===== src/rtl/spi_pkg.sv =====
// spi_pkg -- shared definitions for the SPI slave interface slice.
//   state_t       : FSM state encoding shared by the top level and the bench
//   RX/TX_WIDTH   : default word widths (2 command bits + 8 data bits; 8-bit read data)
//   CMD_*         : two-bit command codes carried in rx_data[9:8]
package spi_pkg;

  typedef enum logic [2:0] {
    IDLE      = 3'd0,
    CHK_CMD   = 3'd1,
    WRITE     = 3'd2,
    READ_ADD  = 3'd3,
    READ_DATA = 3'd4
  } state_t;

  localparam int RX_WIDTH_DEF = 10;
  localparam int TX_WIDTH_DEF = 8;

  localparam logic [1:0] CMD_WR_ADDR = 2'b00;
  localparam logic [1:0] CMD_WR_DATA = 2'b01;
  localparam logic [1:0] CMD_RD_ADDR = 2'b10;
  localparam logic [1:0] CMD_RD_DATA = 2'b11;

endpackage


===== src/rtl/spi_slave_if_if.sv =====
// spi_slave_bus -- SPI pins plus the parallel handshake to the memory stage.
//   SS_n, MOSI, MISO     : serial side (SPI clock is the system clk)
//   rx_data, rx_valid    : assembled word and its one-cycle strobe
//   tx_data, tx_valid    : read data returned by the memory stage
//   frame_err            : only present when SPI_SLAVE_FRAME_ERR_EN is defined
// Modports: master (SPI master + memory stage side), slave (this block).
interface spi_slave_bus
  import spi_pkg::*;
#(
  parameter int RX_WIDTH = RX_WIDTH_DEF,
  parameter int TX_WIDTH = TX_WIDTH_DEF
);

  logic                SS_n;
  logic                MOSI;
  logic                MISO;
  logic [RX_WIDTH-1:0] rx_data;
  logic                rx_valid;
  logic [TX_WIDTH-1:0] tx_data;
  logic                tx_valid;
`ifdef SPI_SLAVE_FRAME_ERR_EN
  logic                frame_err;

  modport slave (
    input  SS_n, MOSI, tx_data, tx_valid,
    output MISO, rx_data, rx_valid, frame_err
  );

  modport master (
    output SS_n, MOSI, tx_data, tx_valid,
    input  MISO, rx_data, rx_valid, frame_err
  );
`else
  modport slave (
    input  SS_n, MOSI, tx_data, tx_valid,
    output MISO, rx_data, rx_valid
  );

  modport master (
    output SS_n, MOSI, tx_data, tx_valid,
    input  MISO, rx_data, rx_valid
  );
`endif

endinterface


===== src/rtl/spi_tx_shifter.sv =====
// spi_tx_shifter -- loads a read word and shifts it out on MISO, MSB first.
//   clk, rst_n : clock, asynchronous active-low reset
//   load       : capture data; MISO shows the MSB the following cycle
//   abort      : drop any shift in progress and force MISO low
//   data       : word to transmit
//   miso       : registered serial output, 0 whenever not shifting
module spi_tx_shifter
  import spi_pkg::*;
#(
  parameter int TX_WIDTH = TX_WIDTH_DEF
) (
  input  logic                clk,
  input  logic                rst_n,
  input  logic                load,
  input  logic                abort,
  input  logic [TX_WIDTH-1:0] data,
  output logic                miso
);

  localparam int CW = $clog2(TX_WIDTH);

  logic [TX_WIDTH-1:0] shift_q;
  logic [CW-1:0]       remaining;
  logic                miso_q;

  // The MSB goes straight to MISO on load, so the register only holds the
  // bits still to come and 'remaining' counts them down to zero.
  always_ff @(posedge clk or negedge rst_n) begin
    if (!rst_n) begin
      shift_q   <= '0;
      remaining <= '0;
      miso_q    <= 1'b0;
    end else if (abort) begin
      shift_q   <= '0;
      remaining <= '0;
      miso_q    <= 1'b0;
    end else if (load) begin
      miso_q    <= data[TX_WIDTH-1];
      shift_q   <= {data[TX_WIDTH-2:0], 1'b0};
      remaining <= CW'(TX_WIDTH-1);
    end else if (remaining != '0) begin
      miso_q    <= shift_q[TX_WIDTH-1];
      shift_q   <= {shift_q[TX_WIDTH-2:0], 1'b0};
      remaining <= remaining - 1'b1;
    end else begin
      miso_q    <= 1'b0;
    end
  end

  assign miso = miso_q;

endmodule


===== src/rtl/spi_slave_if.sv =====
// spi_slave_if -- SPI slave front end for a small memory stage.
// Receives a 10-bit frame (2 command bits + 8 data bits) MSB first, strobes it
// to the memory stage, and for read-data frames returns tx_data on MISO.
//   clk   : system clock, also the SPI clock (rising edge)
//   rst_n : asynchronous active-low reset
//   bus   : spi_slave_bus.slave (SS_n, MOSI, MISO, rx_data/rx_valid, tx_data/tx_valid)
// Optional feature: define SPI_SLAVE_FRAME_ERR_EN to add bus.frame_err, a one-cycle
// pulse when SS_n rises after the command bit but before the frame completes.
module spi_slave_if
  import spi_pkg::*;
#(
  parameter int RX_WIDTH = RX_WIDTH_DEF,
  parameter int TX_WIDTH = TX_WIDTH_DEF
) (
  input  logic       clk,
  input  logic       rst_n,
  spi_slave_bus.slave bus
);

  localparam logic [3:0] LAST_CNT = 4'(RX_WIDTH-2);

  state_t              state, state_next;
  logic [3:0]          bit_cnt;
  logic [RX_WIDTH-1:0] rx_shift;
  logic [RX_WIDTH-1:0] rx_data_q;
  logic                rx_valid_q;
  logic                frame_done;
  logic                rd_addr_seen;
  logic                sample_en;
  logic                last_bit;
  logic                tx_load;
  logic                tx_abort;

  // Next state and sampling control. frame_done freezes a completed frame
  // until SS_n releases, so no extra bits are ever taken.
  always_comb begin
    state_next = state;
    sample_en  = 1'b0;
    last_bit   = 1'b0;
    if (bus.SS_n) begin
      state_next = IDLE;
    end else begin
      case (state)
        IDLE:    state_next = CHK_CMD;
        CHK_CMD: begin
          sample_en = 1'b1;
          if (bus.MOSI == CMD_WR_ADDR[1])
            state_next = WRITE;
          else if (rd_addr_seen)
            state_next = READ_DATA;
          else
            state_next = READ_ADD;
        end
        WRITE, READ_ADD, READ_DATA: begin
          sample_en = !frame_done;
          last_bit  = !frame_done && (bit_cnt == LAST_CNT);
        end
        default: state_next = IDLE;
      endcase
    end
  end

  always_ff @(posedge clk or negedge rst_n) begin
    if (!rst_n)
      state <= IDLE;
    else
      state <= state_next;
  end

  // Receive path. SS_n high discards any partial word, and because it is
  // checked first it also kills a frame whose last bit arrives with SS_n high.
  always_ff @(posedge clk or negedge rst_n) begin
    if (!rst_n) begin
      bit_cnt      <= '0;
      rx_shift     <= '0;
      rx_data_q    <= '0;
      rx_valid_q   <= 1'b0;
      frame_done   <= 1'b0;
      rd_addr_seen <= 1'b0;
    end else begin
      rx_valid_q <= 1'b0;
      if (bus.SS_n) begin
        bit_cnt    <= '0;
        rx_shift   <= '0;
        frame_done <= 1'b0;
      end else if (sample_en) begin
        rx_shift <= {rx_shift[RX_WIDTH-2:0], bus.MOSI};
        if (state != CHK_CMD) begin
          if (last_bit) begin
            rx_data_q  <= {rx_shift[RX_WIDTH-2:0], bus.MOSI};
            rx_valid_q <= 1'b1;
            frame_done <= 1'b1;
            bit_cnt    <= '0;
            if (state == READ_ADD)
              rd_addr_seen <= 1'b1;
            else if (state == READ_DATA)
              rd_addr_seen <= 1'b0;
          end else begin
            bit_cnt <= bit_cnt + 1'b1;
          end
        end
      end
    end
  end

`ifdef SPI_SLAVE_FRAME_ERR_EN
  logic frame_err_q;

  // A frame is only in error once the command bit has been taken.
  always_ff @(posedge clk or negedge rst_n) begin
    if (!rst_n)
      frame_err_q <= 1'b0;
    else
      frame_err_q <= bus.SS_n && !frame_done &&
                     (state inside {WRITE, READ_ADD, READ_DATA});
  end

  assign bus.frame_err = frame_err_q;
`endif

  // Read data is accepted only once this READ_DATA frame has been strobed.
  assign tx_load  = bus.tx_valid && !bus.SS_n && (state == READ_DATA) && frame_done;
  assign tx_abort = bus.SS_n || (state != READ_DATA);

  spi_tx_shifter #(.TX_WIDTH(TX_WIDTH)) u_tx_shifter (
    .clk   (clk),
    .rst_n (rst_n),
    .load  (tx_load),
    .abort (tx_abort),
    .data  (bus.tx_data),
    .miso  (bus.MISO)
  );

  assign bus.rx_data  = rx_data_q;
  assign bus.rx_valid = rx_valid_q;

endmodule


===== src/flat_wrapper.sv =====
// flat-port wrapper written by rule: the top's interface ports become plain ports
module spi_slave_if_flat import spi_pkg::*;
#(
  parameter int RX_WIDTH = RX_WIDTH_DEF,
  parameter int TX_WIDTH = TX_WIDTH_DEF
)
  (clk, rst_n, bus_SS_n, bus_MOSI, bus_tx_data, bus_tx_valid, bus_MISO, bus_rx_data, bus_rx_valid);
  spi_slave_bus #(.RX_WIDTH(RX_WIDTH), .TX_WIDTH(TX_WIDTH)) bus_i ();
  input  logic clk;
  input  logic rst_n;
  input wire logic [$bits(bus_i.SS_n)-1:0] bus_SS_n;
  input wire logic [$bits(bus_i.MOSI)-1:0] bus_MOSI;
  input wire logic [$bits(bus_i.tx_data)-1:0] bus_tx_data;
  input wire logic [$bits(bus_i.tx_valid)-1:0] bus_tx_valid;
  output wire logic [$bits(bus_i.MISO)-1:0] bus_MISO;
  output wire logic [$bits(bus_i.rx_data)-1:0] bus_rx_data;
  output wire logic [$bits(bus_i.rx_valid)-1:0] bus_rx_valid;
  assign bus_i.SS_n = bus_SS_n;
  assign bus_i.MOSI = bus_MOSI;
  assign bus_i.tx_data = bus_tx_data;
  assign bus_i.tx_valid = bus_tx_valid;
  assign bus_MISO = bus_i.MISO;
  assign bus_rx_data = bus_i.rx_data;
  assign bus_rx_valid = bus_i.rx_valid;
  spi_slave_if #(.RX_WIDTH(RX_WIDTH), .TX_WIDTH(TX_WIDTH)) u_core (.clk(clk), .rst_n(rst_n), .bus(bus_i));
endmodule

===== config.mk =====
export PLATFORM = sky130hd
export DESIGN_NAME = spi_slave_if_flat
export DESIGN_NICKNAME = d
export VERILOG_FILES = /design/src/rtl/spi_pkg.sv /design/src/rtl/spi_slave_if_if.sv /design/src/rtl/spi_tx_shifter.sv /design/src/rtl/spi_slave_if.sv /design/src/flat_wrapper.sv
export SDC_FILE = /design/constraint.sdc
export NUM_CORES = 1
export LEC_CHECK = 0
export BUFFER_PORTS_ARGS = -buffer_cell sky130_fd_sc_hd__buf_2
export CORE_ASPECT_RATIO = 1.4
export CORE_MARGIN = 4
export CORE_UTILIZATION = 51
export DETAILED_ROUTE_END_ITERATION = 10
export PLACE_DENSITY_LB_ADDON = 0.2
export SETUP_SLACK_MARGIN = 0.2
export SLEW_MARGIN = 5
export SYNTH_ARGS = -nofsm -noshare
export SYNTH_HDL_FRONTEND = slang
export SYNTH_SLANG_ARGS = --single-unit

===== constraint.sdc =====
create_clock -name clk -period 2.2 [get_ports clk]
set_clock_uncertainty 0.2 [all_clocks]
set_input_delay 0.22 -clock clk [delete_from_list [all_inputs] [get_ports clk]]
set_output_delay 0.22 -clock clk [all_outputs]
set_load 0.02 [all_outputs]

-- After elaboration in Yosys (flattened, before gate mapping)
Cells that the tools add are included.
- add/subtract/negate cells: 2
- multiply operators: 0
- div/mod/pow operators: 0
- order comparisons: 0
- equality and inequality tests: 8
- shift operators: 0
- mux-type cells: 33
- bitwise gates (word level): 1
- reductions and logical operators: 19
- operator list (kind ; count):
    2-to-1 mux 8 bit ; 3
    2-to-1 mux 3 bit ; 6
    2-to-1 mux 9 bit ; 2
    2-to-1 mux 1 bit ; 16
    2-to-1 mux 4 bit ; 4
    one-hot mux 3 bit (3 select lines) ; 1
    nonzero test 2 bit ; 4
    equality test 3 x 2 -> 1 bit (second input constant) ; 2
    nonzero test 3 bit ; 2
    AND reduction 5 bit ; 1
    adder 4 x 1 -> 4 bit (second input constant) ; 1
    equality test 4 bit (second input constant) ; 1
    logical AND 1 bit ; 4
    AND reduction 4 bit ; 1
    equality test 3 x 1 -> 1 bit (second input constant) ; 1
    equality test 3 bit (second input constant) ; 1
    zero test 3 bit ; 1
    != test 3 x 1 -> 1 bit (second input constant) ; 1
    != test 3 bit (second input constant) ; 1
    AND reduction 3 bit ; 1
    OR reduction 3 bit ; 1
    subtractor 3 x 1 -> 3 bit (second input constant) ; 1
    zero test 1 bit ; 2
    != test 2 bit (second input constant) ; 1
    other kinds (4) ; 4
- register bits after elaboration: 41
- bits in latches: 0
- RAM bits: 0
- memory bits (read-only): 0
- bits of input ports: 13
- output and inout bits: 12
- word-level logic and storage cells: 73
- memories: 0

-- Depth between registers and ports, before layout
- word-level depth: 8
- gate-level depth with buffers: 6
- gate-level depth less buffers: 5

-- Modules after synthesis
Synthesis repeated with hierarchy kept, for this count alone.
- cell total of the unflattened synthesis: 163
- area total of the unflattened synthesis: 1948.1 um^2
- by module, submodules not included (module ; instances ; cells each ; area each (um^2) ; sequential area each (um^2)):
    spi_slave_if ; 1 ; 112 ; 1378.8 ; 725.7
    spi_tx_shifter ; 1 ; 51 ; 569.3 ; 275.3

-- Least setup slack after synthesis
No wires, ideal clock.
- kind: reg-to-reg
- start: register u_core.frame_done
- end: register u_core.rx_data_q[1], in the netlist u_core.bus.rx_data[1]
- arrival time: 1800 ps
- data required time: 1875 ps
- path slack: 75 ps
- cell stages (with the launch flop): 6
- path buffers: 2
- period minus slack after synthesis: 2125 ps
- cells stage by stage: dfrtp_1 > or4b_1 > buf_2 > a211oi_4 > buf_6 > mux2_4
- word-level cells in the longest chain between the ends: 5
- elaborated cells between the ends (all ways): 7
- RTL lines (item ; line ; RTL):
    start, declared ; spi_slave_if.sv:27 ; logic frame_done;
    start signal, assigned ; spi_slave_if.sv:78 ; frame_done <= 1'b0;
    start signal, assigned ; spi_slave_if.sv:85 ; frame_done <= 1'b0;
    start signal, assigned ; spi_slave_if.sv:92 ; frame_done <= 1'b1;
    zero test 1 bit (*) ; spi_slave_if.sv:55, spi_slave_if.sv:56 ;
    logical AND 1 bit ; spi_slave_if.sv:56 ; last_bit = !frame_done && (bit_cnt == LAST_CNT);
    2-to-1 mux 1 bit ; spi_slave_if.sv:43 ; case (state)
    2-to-1 mux 1 bit ; spi_slave_if.sv:40 ; if (bus.SS_n) begin
    AND reduction 4 bit (no line) (*) ; -- ;
    end signal, assigned ; spi_slave_if.sv:90 ; rx_data_q <= {rx_shift[RX_WIDTH-2:0], bus.MOSI};
    end, declared ; spi_slave_if.sv:25 ; logic [RX_WIDTH-1:0] rx_data_q;
Mark *: on every way between the ends. The rest lies on a longest branch, timed or not.
A chain may end at the register's enable or synchronous reset.

-- Worst setup path in the final report
- start: register u_core.state[0]
- end: register u_core.rx_data_q[0], in the netlist u_core.bus.rx_data[0]
- word-level cells in the longest chain between the ends: 5
- elaborated cells between the ends (all ways): 11
- RTL lines (item ; line ; RTL):
    start, declared ; spi_slave_if.sv:22 ; state_t state, state_next;
    start signal, assigned ; spi_slave_if.sv:67 ; state <= state_next;
    equality test 3 x 2 -> 1 bit / equality test 3 bit (equally long branches) ; spi_slave_if.sv:43 ;
    OR reduction 3 bit ; spi_slave_if.sv:43 ;
    one-hot mux 1 bit (2 select lines) / 2-to-1 mux 1 bit (equally long branches) ; spi_slave_if.sv:43 ;
    2-to-1 mux 1 bit ; spi_slave_if.sv:40 ;
    AND reduction 4 bit (no line) (*) ; -- ;
Marked as above.

==> flow_summary.json <==
{
  "holdPathStages": 3,
  "vias": 1527,
  "cts_sinks": 40,
  "setup_ws_ns": 0.186,
  "first_iter_violations": 46,
  "relSlewSlack": 0.424,
  "numPortBuffers": 24,
  "htree_num_levels": 2,
  "syn-mean-instance-area_sq_um": 11.2,
  "powerDensity_nw_per_um2": 607,
  "tns_ns": 0,
  "synthesis.nets": 198,
  "post-route-util": 0.632,
  "io_pins": 25,
  "start_util": 0.540,
  "r2r_cells": 4,
  "dieWidth_microns": 61.2,
  "cp_max_fo": 5,
  "wl_microns": 4090,
  "design_area_sq_um": 2360,
  "clock_latency_ns": 0.29,
  "ys_ff_latch": 40,
  "yosysWarnings": 0,
  "synth_area_sq_um": 2020,
  "synth_ff_type": "dfrtp_1",
  "leakage_nw": 1.16,
  "drv_cap": 0,
  "num_rows": 26,
  "first_global_vias": 1581,
  "area_delta_synth_final_pct": 17.0,
  "worstSetupPathType": "flip-flop to flip-flop",
  "cts_tree": "built",
  "cts_inserted_buffers": 5,
  "clockBufferDepth": 2,
  "clock.fmax_mhz": 496,
  "nFillCells": 298,
  "post_cts_buffers": 0,
  "outcome": "completed",
  "rrSetupSlack_ns": 0.19,
  "ir_drop_v": 0.000480,
  "clk_root_buffer_cell": "clkbuf_8",
  "rsz0062_at_grt": "yes",
  "wl_per_cell_microns": 16.0,
  "grt_start_max_net_pins": 41,
  "critPathLaunch": "u_core.state[0]",
  "synth_enable_flop_cells": 0,
  "start_kind": "flip-flop",
  "coreArea_sq_um": 3740,
  "dp_slack_ns": 0.154,
  "synth_cell_types": 40,
  "layout.nets": 230,
  "antenna_found_initial": 0,
  "synthArstFlopShare": 1.00,
  "drt-pass1-iter-count": 4,
  "regArea_sq_um": 1000,
  "syn_inst": 181,
  "drive_above_1_share": 0.285,
  "hold_viol": 0,
  "clkTransAtPathRegs_ns": 0.07,
  "worstReg2RegStart": "u_core.state[0]",
  "min_path_type": "primary input to flip-flop",
  "min_period_ns": 2.01,
  "synth.yosys.seq_area_share": 0.496,
  "via_per_inst": 5.96,
  "crit_path_end_kind": "flip-flop",
  "tightest_slew_ns": 0.864,
  "grt_first_pass_wirelength_microns": 6970,
  "placed_area_sq_um": 2230,
  "worstPathRequired_ns": 2.18,
  "die-area_sq_um": 5040,
  "multi_input_area_sq_um": 938,
  "report.final.setup_viol": 0,
  "antenna_cells": 0,
  "die_h_microns": 82.5,
  "report.final.slew_viol_count": 0,
  "dp_hpwl_microns": 3030,
  "drc": 0,
  "ant_nets": 0,
  "routabilityCongestion": 0.762,
  "cp-endpoint": "u_core.bus.rx_data[0]",
  "grt-ovfl-total": 0,
  "cp.arrival_ns": 2.00,
  "power.total_mw": 1.43,
  "grt_usage": 0.184,
  "fin_crit_sh": 0.916,
  "r2r-end": "u_core.bus.rx_data[0]"
}
==> critical path: stages (launching register included) <==
cell and delay (ns):
dfrtp_1 0.39, or4b_4 0.56, a211oi_4 0.26, buf_6 0.17
mux2_2 0.33
==> stage by stage <==
stage,hold WS [ns],instances
floorplan,-0.276,181
global placement,0.172,246
detailed placement,0.180,246
CTS,0.0314,256
global route,0.0423,256
finish,0.0285,256
==> sequential cells by signal, summed over array words and instances, names as in the netlist <==
register / count
u_core.bus.rx_data: 10
u_core.rx_shift: 9
u_core.u_tx_shifter.shift_q: 7
u_core.bit_cnt: 4
u_core.state: 3
u_core.u_tx_shifter.remaining: 3
u_core.bus.rx_valid: 1
u_core.frame_done: 1
u_core.rd_addr_seen: 1
u_core.u_tx_shifter.miso: 1
==> report_power, final <==
part / switching, mW / internal (mW) / total [mW]
logic: 0.102 / 0.0768 / 0.179
clock network: 0.243 / 0.250 / 0.493
registers: 0.0115 / 0.751 / 0.762
total: 0.356 / 1.08 / 1.43
==> routing by layer <==
metal | GRT usage | share of wire | wire length [microns] | up-vias
li1 | - | - | - | 729
met1 | 0.201 | 0.40 | 1630 | 756
met2 | 0.333 | 0.54 | 2220 | 37
met3 | 0.0498 | 0.043 | 175 | 5
met4 | 0.0651 | 0.014 | 59 | 0
met5 | 0 | 0 | 0 | -
==> worst min-delay path by stage <==
stage | from | endpoint | slack [ns]
after floorplan | rst_n | u_core.bit_cnt[0] | -0.28
after global placement | rst_n | u_core.bus.rx_valid | 0.17
after detailed placement | rst_n | u_core.rx_shift[8] | 0.18
after CTS | bus_MOSI | u_core.rx_shift[0] | 0.03
after global routing | bus_tx_data[7] | u_core.u_tx_shifter.miso | 0.04
final | bus_MOSI | u_core.rx_shift[0] | 0.03
==> logic make-up after synthesis <==
kind of cell,Yosys count,share of synthesized area
compound gates,44,0.145
xor+xnor,1,0.00434
fa+ha+maj,4,0.0248
buf+inv,22,0.0471
flops,40,0.496
mux,26,0.152
simple gates,44,0.131
==> synthesized netlist by cell type (all sizes together), types with 2 or more instances <==
library cell,n,area share
a21oi,13,0.032
nand3,5,0.012
buf,6,0.017
ha,4,0.025
mux2i,16,0.079
a31oi,2,0.0062
inv,8,0.015
nand3b,2,0.0074
nor2b,2,0.0062
nand2,17,0.032
o2111ai,2,0.0087
o21ai,9,0.022
clkbuf,8,0.015
or3b,2,0.0087
dfrtp,40,0.50
o31ai,8,0.030
a211oi,2,0.014
a2111oi,2,0.0087
nor4bb,6,0.030
mux2,10,0.072
nor3,2,0.0050
==> placed cells by master (no fill, tap or decap), drive strengths merged, types with 2 or more instances in the layout <==
cell | synthesis | layout
buf | 6 | 37
dfrtp | 40 | 40
a2111oi | 2 | 2
or3b | 2 | 2
o21ai | 9 | 9
nand3b | 2 | 2
mux2i | 16 | 16
a211oi | 2 | 2
a31oi | 2 | 2
o2111ai | 2 | 2
nor3 | 2 | 2
clkbuf | 8 | 6
a21oi | 13 | 13
mux2 | 10 | 10
clkinv | 0 | 2
o31ai | 8 | 8
dlygate4sd3 | 0 | 2
inv | 8 | 8
nor2b | 2 | 2
ha | 4 | 4
nand2 | 17 | 17
nor4bb | 6 | 6
nand3 | 5 | 5
==> cell type report <==
type | instances | share of cell area
tap | 42 | 0.0222
sequential | 40 | 0.424
inverter | 8 | 0.0127
timing repair buffer | 39 | 0.105
multi-input combinational | 119 | 0.397
clock inverter | 2 | 0.00424
clock buffer | 6 | 0.0349
==> timing repair <==
| action | in CTS | in global routing |
|---|---|---|
| hold buffers | 2 | 0 |
| endpoints found under the setup margin | 11 | 12 |
| endpoints found under the hold margin | 41 | 0 |
| resized for setup | 5 | 1 |
| cloned | 0 | 0 |
No activity file was read; power rests on OpenSTA's default activity.
